### src/rtl/stopwatch.sv
// stopwatch
//   Measures the time between a start pulse and a stop pulse. A prescaler
//   divides the system clock down to the measurement resolution. Each
//   measurement tick advances a total tick count and a seconds/sub-second
//   pair. The total count saturates at MAX_TICKS, which ends the measurement.
//
// Ports
//   clock     in   system clock, rising edge
//   reset_n   in   asynchronous active-low reset
//   start     in   pulse: zero all counts and begin measuring
//   stop      in   pulse: freeze the measurement (only while running)
//   clear     in   pulse: return to idle with all counts zero
//   running   out  high while measuring
//   done      out  one-cycle pulse when a measurement ends (stop or saturation)
//   overflow  out  sticky flag, set when the tick count saturates
//   ticks     out  [31:0] total elapsed ticks
//   seconds   out  [31:0] whole elapsed seconds
//   subsec    out  [15:0] ticks within the current second, 0..TICK_HZ-1
module stopwatch #(
  parameter int          CLK_HZ    = 50000000,
  parameter int          TICK_HZ   = 1000,
  parameter logic [31:0] MAX_TICKS = 32'hFFFFFFFF
) (
  input  logic        clock,
  input  logic        reset_n,
  input  logic        start,
  input  logic        stop,
  input  logic        clear,
  output logic        running,
  output logic        done,
  output logic        overflow,
  output logic [31:0] ticks,
  output logic [31:0] seconds,
  output logic [15:0] subsec
);

  localparam int              DIV        = CLK_HZ / TICK_HZ;
  localparam int              PW         = (DIV > 1) ? $clog2(DIV) : 1;
  localparam logic [PW-1:0]   PRE_LAST   = PW'(DIV - 1);
  localparam logic [15:0]     SUB_LAST   = 16'(TICK_HZ - 1);
  localparam logic [31:0]     TICKS_LAST = MAX_TICKS - 32'd1;

  typedef enum logic [1:0] {IDLE, RUNNING, STOPPED, SATURATED} state_t;

  state_t        state, state_next;
  logic [PW-1:0] prescaler, prescaler_next;
  logic [31:0]   ticks_next, seconds_next;
  logic [15:0]   subsec_next;
  logic          done_next, overflow_next;
  logic          tick;

  // State and counter registers. Everything, including the done pulse,
  // is registered so the outputs are glitch-free.
  always_ff @(posedge clock or negedge reset_n) begin
    if (!reset_n) begin
      state     <= IDLE;
      prescaler <= '0;
      ticks     <= '0;
      seconds   <= '0;
      subsec    <= '0;
      done      <= 1'b0;
      overflow  <= 1'b0;
    end else begin
      state     <= state_next;
      prescaler <= prescaler_next;
      ticks     <= ticks_next;
      seconds   <= seconds_next;
      subsec    <= subsec_next;
      done      <= done_next;
      overflow  <= overflow_next;
    end
  end

  // Next-state and counter update. clear beats start beats stop. A tick in
  // the same cycle as stop is still counted. If that tick also reaches
  // MAX_TICKS the block saturates instead of stopping; both end the
  // measurement with a single done pulse.
  always_comb begin
    state_next     = state;
    prescaler_next = prescaler;
    ticks_next     = ticks;
    seconds_next   = seconds;
    subsec_next    = subsec;
    done_next      = 1'b0;
    overflow_next  = overflow;
    tick           = (state == RUNNING) && (prescaler == PRE_LAST);

    if (clear) begin
      state_next     = IDLE;
      prescaler_next = '0;
      ticks_next     = '0;
      seconds_next   = '0;
      subsec_next    = '0;
      overflow_next  = 1'b0;
    end else if (start) begin
      state_next     = RUNNING;
      prescaler_next = '0;
      ticks_next     = '0;
      seconds_next   = '0;
      subsec_next    = '0;
      overflow_next  = 1'b0;
    end else if (state == RUNNING) begin
      prescaler_next = tick ? '0 : prescaler + PW'(1);
      if (tick) begin
        ticks_next = ticks + 32'd1;
        if (subsec == SUB_LAST) begin
          subsec_next  = '0;
          seconds_next = seconds + 32'd1;
        end else begin
          subsec_next = subsec + 16'd1;
        end
      end
      if (tick && (ticks == TICKS_LAST)) begin
        ticks_next    = MAX_TICKS;
        state_next    = SATURATED;
        overflow_next = 1'b1;
        done_next     = 1'b1;
      end else if (stop) begin
        state_next = STOPPED;
        done_next  = 1'b1;
      end
    end
  end

  assign running = (state == RUNNING);

endmodule

### config.mk
export PLATFORM = sky130hd
export DESIGN_NAME = stopwatch
export DESIGN_NICKNAME = d
export VERILOG_FILES = /design/src/rtl/stopwatch.sv
export SDC_FILE = /design/constraint.sdc
export NUM_CORES = 1
export LEC_CHECK = 0
export ABC_AREA = 0
export BUFFER_PORTS_ARGS = -buffer_cell sky130_fd_sc_hd__buf_2
export CAP_MARGIN = 20
export CORE_ASPECT_RATIO = 0.7
export CORE_UTILIZATION = 45
export DETAILED_ROUTE_END_ITERATION = 6
export GPL_ROUTABILITY_DRIVEN = 1
export GPL_TIMING_DRIVEN = 0
export PLACE_DENSITY = 0.66
export SYNTH_ARGS = -nofsm -noshare
export SYNTH_HDL_FRONTEND = slang
export SYNTH_SLANG_ARGS = --single-unit
export TNS_END_PERCENT = 10
### constraint.sdc
create_clock -name clock -period 6.38 [get_ports clock]
set_input_delay 0.319 -clock clock [delete_from_list [all_inputs] [get_ports clock]]
set_output_delay 0.319 -clock clock [all_outputs]
set_load 0.005 [all_outputs]
==> results.cfg <==
[run_status]
outcome = finished clean

[critical_path]
worstPathMaxFanout = 10
critPathSlowestCell = nor4b_1
cp-startpoint = prescaler[11]
path_class = reg -> reg
cp-start-kind = flip-flop
cpPeakStageDelay_ns = 0.58
cp_top_family = simple AND/OR/NAND/NOR gates
cp_data_arrival_time_ns = 3.30
worstPathCellList = nor4b_1, nand3_1, nor3_1, buf_2, clkbuf_1, o21ai_0, a211oi_1
cp_data_required_time_ns = 6.63
end_kind = flip-flop
worst-path-buf-inv = 2
r2r-start = prescaler[11]

[sta]
setup_viol = 0
period_share = 0.4787
finalHoldViolCount = 0
slew_violations = 0
worst_pin_slew_ns = 1.090
skew_ns = 0.009551
rsz0062_at_grt = no
fin_hold_ws_ns = 0.2051
period_needed_ns = 3.054
slew_headroom = 0.2665
fmax_mhz = 327.4
fin_setup_tns_ns = 0

[placement]
place_area_um2 = 6284
place_congestion = 0.8949
portBuffers = 87
dp_hpwl_um = 12020

[power_and_ir_drop]
ir_worst_vdd_mv = 0.1321
power_uw = 1293
p_leak_uw = 0.002643
power_density_nw_per_um2 = 195.3

[yosys]
ys_seq_area_frac = 0.4451
syn_avg_cell_area_um2 = 8.825
netlist_top_cells_area = dfrtp_1 (45%), a21oi_1 (5.8%), or4_1 (4.5%)
syn_nets = 647
yosysTopAreaCellShare = 0.4451
yosys_warnings = 0
synth_seq_cells = 100
synth_ff_type = dfrtp_1
yosysUniqueCellTypes = 56
async_flop_share = 1.000
synth_edf_count = 0
yosys.area.top_type = dfrtp_1
synth_common_cells = dfrtp_1 (100), a21oi_1 (65), nand2_1 (57)
netlist_instances = 637
syn_area_um2 = 5622
post-synth-top-count-cell = dfrtp_1

[grt]
grt_pass1_wl_um = 27100
grt_max_degree = 70
track_usage = 0.2692
antenna_found_initial = 0
grt_pass1_vias = 5230
overflow = 0

[die]
dieArea_um2 = 12950
io_pins = 88
core_area_um2 = 11930
start_util = 0.4711
rows = 33
die_y_um = 95.52
die_w_um = 135.6

[hold_path]
worstHoldStart = stop
hold_class = in -> reg

[route]
drt.antenna.violating_nets = 0
drt_iter0_drc = 438
viasPerCell = 6.399
wire_per_inst_um = 19.04
num_vias = 5759
drc = 0
wl_um = 17140
drt_pre_antenna_iters = 5

[layout]
final_cell_area_um2 = 6620
drive_above_1_share = 0.1736
finish.net_count = 748
diodes = 0
nFillCells = 1120
syn_to_final_growth_pct = 17.76

[cts]
cts_buffers = 9
cts_resized = 0
cts_buffer_depth = 2
cts_sinks = 100
htree_levels = 3
path_clk_slew_ns = 0.07
clock_latency_ns = 0.35
cts_root_buffer = clkbuf_16
cts_tree = done

[flow_run]
maxCapViolations = 0
[where the power goes]
group	internal, µW	total [µW]	switching (µW)
Combinational	13.8	64.0	50.2
Clock	339	589	251
Sequential	636	640	3.58
Total	989	1290	304
[flip-flops by register name (all words and copies together) (netlist names)]
register / cells
prescaler: 16
subsec: 16
overflow: 1
seconds: 32
done: 1
state: 2
ticks: 32
[routing by layer]
layer,wire length (µm),up-vias,share of wire,track usage
li1,-,2636,-,-
met1,7840,2806,0.46,0.3955
met2,7619,288,0.44,0.4052
met3,1441,29,0.084,0.04732
met4,236,0,0.014,0.07210
met5,0,-,0,0
[timing repair]
action | 4_1_cts | 5_1_grt
buffers inserted | 0 | 0
hold endpoints to repair | 31 | 0
hold buffers | 1 | 0
[cell usage in the layout (no fill, tap or decap), types with 3 or more instances in the layout]
cell type | netlist | final
dfrtp_1 | 100 | 100
buf_2 | 6 | 93
a21oi_1 | 65 | 65
nand2_1 | 57 | 57
nand3_1 | 47 | 47
nor2_1 | 34 | 34
or4_1 | 34 | 34
o31ai_1 | 32 | 32
o21ai_0 | 29 | 29
clkbuf_1 | 26 | 26
nor3_1 | 23 | 23
nand4_1 | 23 | 23
inv_1 | 19 | 19
nor4_1 | 15 | 15
or3_1 | 14 | 14
and3_1 | 11 | 11
clkbuf_16 | 0 | 9
xnor2_1 | 8 | 8
nand2b_1 | 6 | 6
a31oi_1 | 6 | 6
a211oi_1 | 6 | 6
o221a_2 | 6 | 6
and2_1 | 5 | 5
and4_1 | 5 | 5
a211o_1 | 5 | 5
ha_1 | 5 | 5
a311oi_1 | 4 | 4
xor2_1 | 4 | 4
a221oi_1 | 3 | 3
mux2i_1 | 3 | 3
clkbuf_8 | 0 | 3
[layout make-up]
class | count | area (µm²) | area share
clock buffers | 12 | 266.5 | 0.04026
flip-flops and latches | 100 | 2502 | 0.3780
inverters | 20 | 75.07 | 0.01134
clock inverters | 4 | 55.05 | 0.008316
repair buffers | 90 | 480.5 | 0.07258
multi-input cells | 482 | 2897 | 0.4375
plain buffers | 35 | 147.6 | 0.02230
well taps | 157 | 196.4 | 0.02967
[logic make-up (layout without fill, tap and decap cells)]
kind of cell,count (synthesis),after routing,synth area share
mux,3,3,0.005342
simple gates,282,282,0.2731
xor+xnor,12,12,0.01870
flops,100,100,0.4451
fa+ha+maj,5,5,0.01113
buf+inv,55,161,0.03961
compound gates,180,180,0.2070
[metrics by stage]
step / setup slack [ns] / cells / util
floorplan: 4.087 / 637 / -
global placement: 3.287 / 881 / 0.5241
detailed placement: 3.209 / 882 / 0.5266
CTS: 3.176 / 899 / 0.5544
global route: 3.140 / 900 / 0.5548
finish: 3.326 / 900 / 0.5548
[path summary, 6_finish.rpt]
check                                end  slack [ns]  depth (start not counted)
max                            ticks[28]        3.33                          7
min                             state[0]        0.21                          2
max reg2reg                    ticks[28]        3.33                          7
min reg2reg                     state[1]        0.51                          2
max in group asynchronous    seconds[27]        5.24                          3
min in group asynchronous  prescaler[13]        0.46                          2
Power figures use the tool's default switching activity.
